`config.mk`:
```
export PLATFORM = sky130hd
export DESIGN_NAME = uio_cmd_decoder
export DESIGN_NICKNAME = d
export VERILOG_FILES = /design/src/rtl/uio_cmd_pkg.sv /design/src/rtl/uio_strobe_edge.sv /design/src/rtl/uio_cmd_decoder.sv
export SDC_FILE = /design/constraint.sdc
export NUM_CORES = 1
export LEC_CHECK = 0
export CAP_MARGIN = 10
export CORE_UTILIZATION = 50
export DETAILED_ROUTE_END_ITERATION = 6
export PLACE_DENSITY = 0.84
export SYNTH_ARGS = -nofsm -noshare
export SYNTH_HDL_FRONTEND = slang
export SYNTH_SLANG_ARGS = --single-unit
```
`constraint.sdc`:
```
create_clock -name clk_sys -period 4.65 [get_ports clk_sys]
set_input_delay 0.93 -clock clk_sys [delete_from_list [all_inputs] [get_ports clk_sys]]
set_output_delay 0.93 -clock clk_sys [all_outputs]
set_load 0.02 [all_outputs]
```
`src/rtl/uio_cmd_pkg.sv`:
```
`default_nettype none
// ============================================================================
//  Module   : uio_cmd_pkg
//  Purpose  : Opcodes, FSM state type and data-word counts for the UIO
//             command decoder.
//  Revision : 1.0 - initial release
// ============================================================================
package uio_cmd_pkg;

   localparam logic [7:0] CMD_SET_CFG    = 8'h01;
   localparam logic [7:0] CMD_GET_STATUS = 8'h02;
   localparam logic [7:0] CMD_SET_AR     = 8'h03;
   localparam logic [7:0] CMD_SET_RESET  = 8'h04;

   typedef enum logic [1:0] {
      IDLE  = 2'd0,
      DATA  = 2'd1,
      DRAIN = 2'd2
   } uio_state_e;

   // Unknown opcodes report zero data words so they fall straight to DRAIN.
   function automatic logic [1:0] cmd_data_words(input logic [7:0] opcode);
      case (opcode)
         CMD_SET_CFG:    cmd_data_words = 2'd1;
         CMD_GET_STATUS: cmd_data_words = 2'd0;
         CMD_SET_AR:     cmd_data_words = 2'd2;
         CMD_SET_RESET:  cmd_data_words = 2'd1;
         default:        cmd_data_words = 2'd0;
      endcase
   endfunction

endpackage : uio_cmd_pkg
`default_nettype wire

```
`src/rtl/uio_strobe_edge.sv`:
```
`default_nettype none
// ============================================================================
//  Module   : uio_strobe_edge
//  Purpose  : One-cycle word-accept pulse from the HPS level strobe, gated
//             by the UIO transaction enable.
//  Revision : 1.0 - initial release
// ============================================================================
module uio_strobe_edge (
   input  logic clk_sys,
   input  logic reset_n,
   input  logic io_strobe,
   input  logic io_uio,
   output logic accept
);

   logic r_strobe_d;
   logic r_armed;

   // r_armed stays low while a strobe that was already high at reset release
   // is still held, so that strobe never counts as a fresh edge.
   always_ff @(posedge clk_sys) begin
      if (!reset_n) begin
         r_strobe_d <= 1'b0;
         r_armed    <= ~io_strobe;
      end else begin
         r_strobe_d <= io_strobe;
         if (!io_strobe)
            r_armed <= 1'b1;
      end
   end

   assign accept = io_uio & io_strobe & ~r_strobe_d & r_armed;

endmodule : uio_strobe_edge
`default_nettype wire

```
`src/rtl/uio_cmd_decoder.sv`:
```
`default_nettype none
// ============================================================================
//  Module   : uio_cmd_decoder
//  Purpose  : Decodes HPS UIO command/data words into configuration registers;
//             outputs change only when a command completes.
//  Revision : 1.0 - initial release
// ============================================================================
module uio_cmd_decoder
   import uio_cmd_pkg::*;
#(
   parameter logic [7:0]  DEF_ARX   = 8'd4,
   parameter logic [7:0]  DEF_ARY   = 8'd3,
   parameter logic [15:0] CFG_RESET = 16'h0000
) (
   input  logic        clk_sys,
   input  logic        reset_n,
   input  logic        io_uio,
   input  logic        io_strobe,
   input  logic [15:0] io_din,
   input  logic [15:0] status,
   output logic [15:0] io_dout,
   output logic        io_wide,
   output logic [15:0] cfg,
   output logic        cfg_ready,
   output logic [7:0]  arx,
   output logic [7:0]  ary,
   output logic        reset_req
);

   uio_state_e r_state;
   logic [1:0] r_idx;
   logic [7:0] r_opcode;
   logic [7:0] r_ar_stage;
   logic       w_accept;
   logic [1:0] w_op_words;
   logic [1:0] w_cur_words;
   logic       w_last_word;

   uio_strobe_edge u_strobe_edge (
      .clk_sys   (clk_sys),
      .reset_n   (reset_n),
      .io_strobe (io_strobe),
      .io_uio    (io_uio),
      .accept    (w_accept)
   );

   assign io_wide     = 1'b1;
   assign w_op_words  = cmd_data_words(io_din[7:0]);
   assign w_cur_words = cmd_data_words(r_opcode);
   assign w_last_word = (r_idx == (w_cur_words - 2'd1));

   always_ff @(posedge clk_sys) begin
      if (!reset_n) begin
         r_state    <= IDLE;
         r_idx      <= 2'd0;
         r_opcode   <= 8'd0;
         r_ar_stage <= 8'd0;
         io_dout    <= 16'h0000;
         cfg        <= CFG_RESET;
         cfg_ready  <= 1'b0;
         arx        <= DEF_ARX;
         ary        <= DEF_ARY;
         reset_req  <= 1'b0;
      end else if (!io_uio) begin
         r_state <= IDLE;
         r_idx   <= 2'd0;
      end else if (w_accept) begin
         case (r_state)
            IDLE: begin
               r_opcode <= io_din[7:0];
               r_idx    <= 2'd0;
               if (io_din[7:0] == CMD_GET_STATUS)
                  io_dout <= status;
               r_state <= (w_op_words == 2'd0) ? DRAIN : DATA;
            end
            DATA: begin
               if (r_opcode == CMD_SET_AR && r_idx == 2'd0)
                  r_ar_stage <= io_din[7:0];
               if (w_last_word) begin
                  case (r_opcode)
                     CMD_SET_CFG: begin
                        cfg       <= io_din;
                        cfg_ready <= 1'b1;
                     end
                     CMD_SET_AR: begin
                        arx <= r_ar_stage;
                        ary <= io_din[7:0];
                     end
                     CMD_SET_RESET: reset_req <= io_din[0];
                     default: ;
                  endcase
                  r_state <= DRAIN;
               end else begin
                  r_idx <= r_idx + 2'd1;
               end
            end
            default: r_state <= DRAIN;
         endcase
      end
   end

endmodule : uio_cmd_decoder
`default_nettype wire

```
# --- After elaboration in Yosys (flattened, before gate mapping) ---
# Cells that the tools add are included.
totals:
  reg_bits: 72
  latchBits: 0
  ram_bits: 0
  rom_bits: 0
  out_inout_bits: 51
  word_cells: 56
  memories: 0
classes:
  addsub: 2
  mul: 0
  n_div: 0
  magnitude_cmp: 0
  eq_ne: 12
  shifts: 0
  n_mux: 9
  bitwise: 5
  reduce_logical: 16
ops:
  columns: ["cell", "n"]
  rows:
  - ["$eq 8x2->1 const B", 3]
  - ["$eq 8x1->1 const B", 2]
  - ["$eq 8x3->1 const B", 2]
  - ["$pmux 2 s2", 4]
  - ["$reduce_and 5->1", 3]
  - ["$reduce_and 4->1", 2]
  - ["$logic_not 2->1", 3]
  - ["$mux 2", 3]
  - ["$ne 2x2->1 const B", 3]
  - ["$reduce_and 3->1", 2]
  - ["$reduce_and 2->1", 2]
  - ["$reduce_or 2->1", 2]
  - ["$and 1x1->1", 3]
  - ["$add 2x1->2 const B", 1]
  - ["$eq 2x1->1 const B", 1]
  - ["$eq 2x2->1", 1]
  - ["$mux 1", 2]
  - ["$not 1->1", 2]
  - ["$reduce_bool 2->1", 1]
  - ["$sub 2x1->2 const B", 1]
  - ["$logic_and 1x1->1", 1]

# --- Logic depth before layout (Yosys ltp) ---
# Gate-level depths: netlist of the first run.
logic_depth:
  ltp_word: 7
  mapped_depth: 7
  depth_no_buf: 6

# --- Modules after synthesis ---
# From an unflattened synthesis of the first run, not the netlist that was laid out.
unflattened:
  hier_cells: 320
  hier_area_um2: 2984.1
by_module_without_submodules:
  columns: ["mod", "n_inst", "cells_per_inst", "area_per_inst_um2", "seq_area_each_um2"]
  rows:
  - ["uio_cmd_decoder", 1, 314, 2906.5, 1401.3]
  - ["uio_strobe_edge", 1, 6, 77.6, 50.0]

# --- Worst setup path after synthesis of the first run ---
# OpenSTA, ideal clock, no wires.
synth_path:
  kind: "in2reg"
  from: "in io_uio"
  to: "reg arx[2]"
  setup_time_ns: 0.121
  t_arrival_ns: 2.471
  t_required_ns: 4.529
  slack_ns: 2.059
  path_stages: 7
  cell_sequence: "nand4b_2 or3b_4 or4_1 buf_2 buf_6 o21ai_1 nand3_1"
synth_via:
  elab_chain_len: 4
synth_lines:
  columns: ["item", "line_no", "text"]
  rows:
  - ["start: declaration", "uio_cmd_decoder.sv:17", "input logic io_uio,"]
  - ["$and 1x1->1 (3 in series)", "uio_strobe_edge.sv:32", "assign accept = io_uio & io_strobe & ~r_strobe_d & r_armed;"]
  - ["$reduce_and 5->1 (no line) *", null, null]
  - ["end signal: assignment", "uio_cmd_decoder.sv:86", "arx <= r_ar_stage;"]
  - ["end: declaration", "uio_cmd_decoder.sv:25", "output logic [7:0] arx,"]
# Every way passes the cells marked *; elsewhere a longest branch is shown, timed or not.
# A chain may end at the register's enable or synchronous reset.

# --- Worst setup path after layout of the first run ---
layout_path:
  from: "in io_uio"
  to: "reg ary[7]"
layout_via:
  elab_chain_len: 4
layout_lines:
  columns: ["item", "line_no", "text"]
  rows:
  - ["$and 1x1->1 (3 in series)", "uio_strobe_edge.sv:32", null]
  - ["$reduce_and 5->1 (no line) *", null, null]
  - ["end signal: assignment", "uio_cmd_decoder.sv:87", "ary <= io_din[7:0];"]
  - ["end: declaration", "uio_cmd_decoder.sv:26", "output logic [7:0] ary,"]
# Marked as above.

==> summary.md, run 1 <==
| Metric | Value |
|---|---|
| Setup slack, reg-to-reg | 2.33 ns |
| Period utilization | 0.661 |
| Row count | 27 |
| Hold path start | ary[4]$_SDFFE_PN0P_ |
| MaxCap Viol Count | 0 |
| Finished Core Util | 0.723 |
| Die X | 77.4 um |
| #FFs+latches synth | 72 |
| Inst Count DP | 442 |
| CP bufs+invs | 1 |
| Async SR Flop Fraction | 0 |
| Initial antenna violation count | 0 |
| # port buffers | 85 |
| Critical path class | in2reg |
| Hold depth | 2 |
| Crit-path cells | clkdlybuf4s50_1, nand4b_2, or3b_4, or4_1, o21ai_0, a21oi_1 |
| Routed wire length | 6600 um |
| 1st-iter DRT viols | 209 |
| CTS sink cnt | 72 |
| DR vias | 2428 |
| Post-layout minimum cycle time | 3.07 ns |
| Yosys Warn Count | 0 |
| Antenna Nets Post-Route | 0 |
| DP Wirelength | 4430 um |
| Max Root-Sink Buffers | 2 |
| CTS Buf Count | 9 |
| Status | finished, final reports clean |
| Die Ht | 77.4 um |
| Slew HR | 0.311 |
| Post-route insts no fill | 458 |
| Proportion of layout cells with a drive suffix above 1 | 0.0699 |
| Most instantiated library cell after synthesis | dfxtp_1 |
| Mapped Nets | 337 |
| Worst-Margin Slew | 1.03 ns |
| Post_cts resized | 0 |
| Largest net degree at the start of global routing | 65 |
| Crit Path Max Fanout | 16 |
| CP delay by family, top | simple AND/OR/NAND/NOR gates |
| Final Hold Fails | 0 |
| R2R Path End | ary[7]$_SDFFE_PN0P_ |
| Via-to-Cell Ratio | 5.30 |
| H-tree levels | 3 |
| Ant. Diodes | 0 |
| Syn Area/Cell | 9.47 um^2 |
| Crit end category | flop |
| Max-slew violation count | 0 |
| Initial Utilization | 0.516 |
| Register area | 1450 um^2 |
| Seq/Total Area, Yosys | 0.511 |
| First-pass GRT wire length | 11000 um |
| # fillers | 401 |
| Ys flop type | dfxtp_1 |
| Highest clock rate | 325 MHz |
| Core Box Area | 5510 um^2 |
| Final Wtd Congestion | 0.822 |
| Final setup fails | 0 |
| Yosys top cell area share | 0.500 |
| CTS tree | yes |
| Post CTS Setup Buffer Count | 0 |
| Critical path arrival | 3.26 ns |
| DR pass1 iterations | 4 |
| Reg clk slew, reported paths | 0.07 ns |
| Worst min path class | reg2reg |
| Slowest-stage cell, CP | or4_1 |
| Hold Path End | ary[4]$_SDFFE_PN0P_ |
| Multi-input logic area | 1280 um^2 |
| Post-synthesis cell count | 300 |
| PwrDens | 333 nW/um^2 |
| GRT Total Usage | 0.232 |
| Setup_tns | 0 ns |
| Grt total ovfl | 0 |
| Reg2reg start | u_strobe_edge.r_strobe_d$_SDFF_PN0_ |
| Synth area leader | dfxtp_1 |
| Layout Area Growth over Synthesis | 40.2% |
| Root buffer cell | clkbuf_8 |
| Clk_skew | 0.00771 ns |
| Worst vdd ir | 0.264 mV |
| Reg2reg path depth | 5 |
| Ports | 87 |
| Total Nets Final | 418 |
| DRC violations left | 0 |
| WL/cell | 14.4 um |
| CP startpoint kind | input port |
| RSZ-0062 raised after global routing | no |
| Post-synth EDFFs | 1 |
| Vias in the first global route | 2375 |
| Critical path's largest stage delay | 0.81 ns |
| Synth unique cells | 35 |
| Die area | 5990 um^2 |
| P_leak | 0.00157 uW |
| Post-synth top cells | 71 x dfxtp_1, 56 x nor2_1, 49 x mux2i_1 |
| Tot Pwr | 1320 uW |
| # hold bufs at CTS | 0 |
| Skew-Pair Late Insertion Delay | 0.34 ns |
| Netlist Area Pre-Place | 2840 um^2 |
| Worst EP required | 4.83 ns |
| Hold slack | 0.476 ns |
| Synth top area cells | dfxtp_1 50%, mux2i_1 17%, nor2_1 7.4% |
## flip-flops by register name, summed over array words and instances (netlist names), 2 cells and up
| name | count |
|---|---|
| r_idx | 2 |
| r_opcode | 8 |
| io_dout | 16 |
| arx | 8 |
| r_state | 2 |
| r_ar_stage | 8 |
| cfg | 16 |
| ary | 8 |
## cells by family (layout without fill, tap and decap cells)
family	count (synthesis)	after routing	synth area share
adder cells (fa/ha/maj)	1	1	0.00440
buffers and inverters	25	111	0.0418
other	1	1	0.00132
AND/OR/NAND/NOR	111	111	0.190
flip-flops	72	72	0.511
AO/OA/AOI/OAI	40	40	0.0753
multiplexers	50	50	0.177
## worst register-to-register path: stages (launching register included)
cell and delay, ns:
dfxtp_1 0.29, nand4b_2 0.24, or3b_4 0.45, or4_1 0.82, o21ai_0 0.28, a21oi_1 0.08
## worst max-delay path by stage
stage | start | endpoint | slack (ns) | depth (start not counted)
floorplan | io_uio | arx[2]$_SDFFE_PN1P_ | 2.06 | 7
global placement | io_uio | ary[5]$_SDFFE_PN0P_ | 1.32 | 6
detailed placement | io_uio | ary[7]$_SDFFE_PN0P_ | 1.23 | 6
CTS | io_strobe | ary[7]$_SDFFE_PN0P_ | 1.58 | 6
global route | io_strobe | ary[3]$_SDFFE_PN0P_ | 1.43 | 6
finish | io_uio | ary[7]$_SDFFE_PN0P_ | 1.58 | 6
## where the power goes
group          internal (uW)  switching [uW]
clock network            402             228
logic                   36.6            33.2
registers                622            3.23
## layout make-up
| cell class | count | share of cell area |
|---|---|---|
| clock buffers | 11 | 0.0408 |
| clock inverters | 5 | 0.0251 |
| inverters | 6 | 0.00565 |
| multi-input cells | 203 | 0.320 |
| flip-flops and latches | 72 | 0.364 |
| well taps | 72 | 0.0226 |
| repair buffers | 89 | 0.221 |
## placed cells by master (no fill, tap or decap), types with 2 or more instances in the layout
| cell type | synthesis | final |
|---|---|---|
| dfxtp_1 | 71 | 71 |
| nand2_1 | 6 | 6 |
| nand2b_1 | 3 | 3 |
| nor2_1 | 56 | 56 |
| a31oi_1 | 2 | 2 |
| clkbuf_8 | 0 | 10 |
| o21ai_0 | 9 | 9 |
| o31ai_1 | 3 | 3 |
| nand3_1 | 23 | 23 |
| clkdlybuf4s50_1 | 0 | 85 |
| buf_4 | 2 | 4 |
| bufinv_16 | 0 | 3 |
| and2_1 | 2 | 2 |
| nor3_1 | 5 | 4 |
| or4_1 | 4 | 4 |
| mux2i_1 | 49 | 49 |
| inv_1 | 5 | 5 |
| a21oi_1 | 15 | 15 |
| clkinv_2 | 0 | 2 |
| o21ai_1 | 10 | 10 |
| or3_1 | 3 | 3 |
## metal layers
metal,wire (um),GRT usage,vias to the layer above
met3,535,0.0682,10
met5,0,0,-
li1,-,-,1194
met1,3000,0.293,1131
met2,2970,0.365,93
met4,94,0.109,0
## stage by stage
step	area, um^2	worst slack, ns
3_5_place_dp	3720	1.23
4_1_cts	3980	1.58
3_3_place_gp	3720	1.32
5_1_grt	3980	1.43
6_report	3980	1.58
2_1_floorplan	2840	2.06
No activity file was read; power rests on OpenSTA's default activity.
==> run 2, diff against run 1 <==
CORE_UTILIZATION = 42   (was 50)
PLACE_DENSITY = 0.75   (was 0.84)
clock period = 2.77 ns   (was 4.65 ns; I/O delays follow)
==> run 2 against run 1 <==
Compared with the run above: non-clock buffer count is 11 higher; critical endpoint is now ary[5]$_SDFFE_PN0P_; the flow now finishes with violations (design-rule violations); critical path type unchanged; total power is 51% higher; critical path depth is 1 higher; final cell count is 3.5% higher; via count rose by 1.6%; global-route usage shrank 4.2 points; first-iteration DRC count down 58%; combinational power rose by 78%.
==> summary.md, run 2 (synthesis gave the netlist of run 1 again) <==
| Metric | Value |
|---|---|
| Status | finished with violations |
| Violated checks | design-rule violations |
| WL/cell | 13.7 um |
| DR pass1 iterations | 7 |
| P_leak | 0.00160 uW |
| Initial antenna violation count | 0 |
| Setup_tns | 0 ns |
| Root buffer cell | clkbuf_8 |
| Clk_skew | 0.00711 ns |
| Post CTS Setup Buffer Count | 0 |
| Commonest non-fill, non-tap cell in the layout | clkdlybuf4s50_1 |
| Tot Pwr | 2000 uW |
| Reg clk slew, reported paths | 0.07 ns |
| Antenna Nets Post-Route | 0 |
| Via-to-Cell Ratio | 5.20 |
| DRC violations left | 4 |
| Post_cts resized | 0 |
| Core Box Area | 6420 um^2 |
| Setup WS pre-CTS | 0.0350 ns |
| Layout Area Growth over Synthesis | 42.4% |
| Largest net degree at the start of global routing | 29 |
| Post-layout minimum cycle time | 2.37 ns |
| Final Hold Fails | 0 |
| CTS Buf Count | 9 |
| Die X | 84.3 um |
| Ant. Diodes | 0 |
| DR vias | 2466 |
| Setup WS post-layout | 0.399 ns |
| GRT Total Usage | 0.191 |
| Worst EP required | 3.00 ns |
| RSZ-0062 raised after global routing | no |
| CP startpoint kind | input port |
| DP Wirelength | 4590 um |
| Reg2reg path depth | 6 |
| # port buffers | 85 |
| Routed wire length | 6480 um |
| Inst Count DP | 458 |
| CTS tree | yes |
| Vias in the first global route | 2344 |
| Worst min path class | reg2reg |
| Row count | 29 |
| Skew-Pair Late Insertion Delay | 0.34 ns |
| Worst vdd ir | 0.293 mV |
| Most frequent cells in the layout | 85 x clkdlybuf4s50_1, 71 x dfxtp_1, 56 x nor2_1 |
| First-pass GRT wire length | 10900 um |
| Die area | 7100 um^2 |
| Crit end category | flop |
| Die Ht | 84.3 um |
| Critical path arrival | 2.60 ns |
| Final setup fails | 0 |
| PwrDens | 494 nW/um^2 |
| Crit path launch | io_strobe |
| Top flop regs | cfg x16, io_dout x16 |
| 1st-iter DRT viols | 87 |
| Highest clock rate | 422 MHz |
| Critical path class | in2reg |
| H-tree levels | 3 |
| # hold bufs at CTS | 0 |
| Max-slew violation count | 0 |
| Hold path start | ary[4]$_SDFFE_PN0P_ |
| Ports | 87 |
| Grt total ovfl | 0 |
| Proportion of layout cells with a drive suffix above 1 | 0.0932 |
| Hold slack | 0.477 ns |
| Period utilization | 0.856 |
| MaxCap Viol Count | 0 |
| Initial Utilization | 0.442 |
| Total Nets Final | 429 |
| Final Wtd Congestion | 0.862 |
| CTS sink cnt | 72 |
| Max Root-Sink Buffers | 2 |
| Reg2reg start | u_strobe_edge.r_strobe_d$_SDFF_PN0_ |
| Crit Path Max Fanout | 16 |
| Hold depth | 2 |
| Post-route insts no fill | 474 |
## run 2: path summary, 6_finish.rpt
| kind | end | slack (ns) |
|---|---|---|
| hold reg to reg | ary[4]$_SDFFE_PN0P_ | 0.48 |
| hold / removal | ary[4]$_SDFFE_PN0P_ | 0.48 |
| setup reg to reg | ary[5]$_SDFFE_PN0P_ | 0.76 |
| setup / recovery | ary[5]$_SDFFE_PN0P_ | 0.40 |
## run 2: worst max-delay path: stages
cell             delay, ns
clkdlybuf4s50_1       0.51
nand4b_2              0.12
or3b_4                0.42
or4_1                 0.52
buf_4                 0.20
o21ai_0               0.18
a21oi_1               0.08
## run 2: layout make-up
| cell class | count | area (um^2) |
|---|---|---|
| Clock buffer | 11 | 141 |
| Clock inverter | 5 | 56.3 |
| Fill cell | 552 | 2380 |
| Inverter | 6 | 22.5 |
| Multi-Input combinational cell | 203 | 1280 |
| Sequential cell | 72 | 1450 |
| Tap cell | 77 | 96.3 |
| Timing Repair Buffer | 100 | 1000 |
## run 2: per-layer routing
layer / up-vias / GRT usage / routed length, um
met4: 0 / 0.0831 / 78
li1: 1229 / - / -
met2: 81 / 0.296 / 2830
met1: 1147 / 0.238 / 2980
met5: - / 0 / 0
met3: 9 / 0.0708 / 586
## run 2: report_power, final
group | switching (uW) | internal (uW) | total [uW]
Combinational | 55.7 | 68.7 | 124
Clock | 384 | 439 | 823
Sequential | 5.29 | 1040 | 1050
Total | 445 | 1550 | 2000
## run 2: metrics by stage
stage / area, um^2 / util
global placement: 3850 / 0.599
floorplan: 2840 / -
CTS: 4050 / 0.630
finish: 4050 / 0.630
global route: 4050 / 0.630
detailed placement: 3850 / 0.599
==> run 3, diff against run 2 <==
CAP_MARGIN = 20   (was 10)
CORE_MARGIN = 10   (was default)
==> run 3 against run 2 <==
Compared with the run above: die area up 47%; register-to-register slack better by 0.02 ns; critical path depth unchanged; clock skew up 0.0022 ns; maximum frequency up 0.83%; hold slack better by 0.0022 ns; total power up 8.4%; count of clock-buffer cells in the layout down 2; cell area up 0.96%; worst setup slack better by 0.019 ns; the flow now finishes without violations.
==> summary.md, run 3 (synthesis gave the netlist of run 1 again) <==
| Metric | Value |
|---|---|
| MaxCap Viol Count | 0 |
| Setup WS post-layout | 0.419 ns |
| # fillers | 514 |
| Seq pwr share | 0.485 |
| Setup_tns | 0 ns |
| DR pass1 iterations | 4 |
| Vias in the first global route | 2370 |
| Ports | 87 |
| Slowest-stage cell, CP | or4_1 |
| Switching share of power | 0.210 |
| 1st-iter DRT viols | 106 |
| Multi-input logic area | 1280 um^2 |
| Final setup fails | 0 |
| Period utilization | 0.849 |
| Clk_skew | 0.00932 ns |
| Reg clk slew, reported paths | 0.08 ns |
| Skew-Pair Late Insertion Delay | 0.34 ns |
| PwrDens | 530 nW/um^2 |
| Final Hold Fails | 0 |
| RSZ-0062 raised after global routing | no |
| DR vias | 2445 |
| Crit end category | flop |
| Worst EP required | 3.01 ns |
| Worst-Margin Slew | 0.538 ns |
| DRC violations left | 0 |
| CTS tree | yes |
| Die Ht | 102 um |
| Clock share of power | 0.459 |
| Critical path arrival | 2.59 ns |
| Total net switching power | 456 uW |
| Critical path class | in2reg |
| Max-slew violation count | 0 |
| Initial Utilization | 0.440 |
| Post_cts resized | 0 |
| Top flop regs | cfg x16, io_dout x16 |
| # hold bufs at CTS | 0 |
| Finished layout cell area | 4080 um^2 |
| DP Wirelength | 5500 um |
| Die X | 102 um |
| Via-to-Cell Ratio | 5.17 |
| Slew HR | 0.641 |
| Antenna Nets Post-Route | 0 |
| Status | finished, final reports clean |
| Internal Power | 1710 uW |
| Layout Area Growth over Synthesis | 43.7% |
| First-pass GRT wire length | 11800 um |
| Grt total ovfl | 0 |
| Worst vdd ir | 0.327 mV |
| Register area | 1450 um^2 |
| Commonest non-fill, non-tap cell in the layout | clkdlybuf4s50_1 |
| Routed wire length | 7420 um |
| H-tree levels | 3 |
| Crit Path Max Fanout | 16 |
| Root buffer cell | clkbuf_8 |
| Setup WS pre-CTS | 0.0666 ns |
| Worst min path class | reg2reg |
| GRT Total Usage | 0.142 |
| CTS sink cnt | 72 |
| # port buffers | 85 |
| Hold slack | 0.479 ns |
| Post CTS Setup Buffer Count | 0 |
| Largest net degree at the start of global routing | 30 |
| Final Wtd Congestion | 0.879 |
| Crit-path cells | clkdlybuf4s50_1, nand4b_2, or3b_4, or4_1, buf_4, o21ai_0, a21oi_1 |
| Core Box Area | 6460 um^2 |
| Combinational Power Share | 0.057 |
| Post-layout minimum cycle time | 2.35 ns |
| Proportion of layout cells with a drive suffix above 1 | 0.0934 |
| WL/cell | 15.7 um |
| Ant. Diodes | 0 |
| Critical path's largest stage delay | 0.52 ns |
| Highest clock rate | 425 MHz |
| Die area | 10500 um^2 |
| Total Nets Final | 428 |
| Initial antenna violation count | 0 |
| Row count | 29 |
| CP startpoint kind | input port |
| CTS Buf Count | 9 |
| Max Root-Sink Buffers | 2 |
| Area after DPL | 3840 um^2 |
| Most frequent cells in the layout | 85 x clkdlybuf4s50_1, 71 x dfxtp_1, 56 x nor2_1 |
| P_leak | 0.00161 uW |
| Tot Pwr | 2170 uW |
## run 3: changes by cell type in the layout (fill, tap and decap cells not counted), sizes merged
cell    before  now
bufinv       1    3
buf         15   14
clkbuf      11    9
## run 3: final cells by class
class / instances / share of cell area
tap: 77 / 0.0236
clock inverter: 7 / 0.0294
clock buffer: 9 / 0.0303
multi-input combinational: 203 / 0.312
inverter: 6 / 0.00551
sequential: 72 / 0.355
timing repair buffer: 99 / 0.243
## run 3: worst paths after layout
| path | from | endpoint | slack, ns | depth (start not counted) |
|---|---|---|---|---|
| max | io_uio | ary[4]$_SDFFE_PN0P_ | 0.42 | 7 |
| min | r_ar_stage[4]$_SDFFE_PN0P_ | arx[4]$_SDFFE_PN0P_ | 0.48 | 2 |
| max reg2reg | r_opcode[4]$_SDFFE_PN0P_ | ary[2]$_SDFFE_PN0P_ | 0.78 | 6 |
| min reg2reg | r_ar_stage[4]$_SDFFE_PN0P_ | arx[4]$_SDFFE_PN0P_ | 0.48 | 2 |
## run 3: layer usage
metal	vias up	wire, um	track usage
met4	0	101	0.0586
met5	-	0	0
met3	10	965	0.0830
met2	88	3220	0.205
met1	1130	3130	0.168
li1	1217	-	-
## run 3: critical path, delay by kind of cell
family / cells / cell delay [ns]
buffers and inverters: 2 / 0.72
AO/OA/AOI/OAI: 2 / 0.26
AND/OR/NAND/NOR: 3 / 1.04
## run 3: through the flow
stage	utilization	instances
finish	0.632	473
global route	0.632	473
CTS	0.632	473
detailed placement	0.595	457
global placement	0.595	457
floorplan	-	300
## run 3: power by group through the flow
stage / clock network, uW / logic [uW] / registers [uW]
global route: 1050 / 134 / 1050
floorplan: 0 / 48.5 / 1070
detailed placement: 0 / 123 / 1070
CTS: 1020 / 123 / 1050
finish: 993 / 123 / 1050
global placement: 0 / 122 / 1070
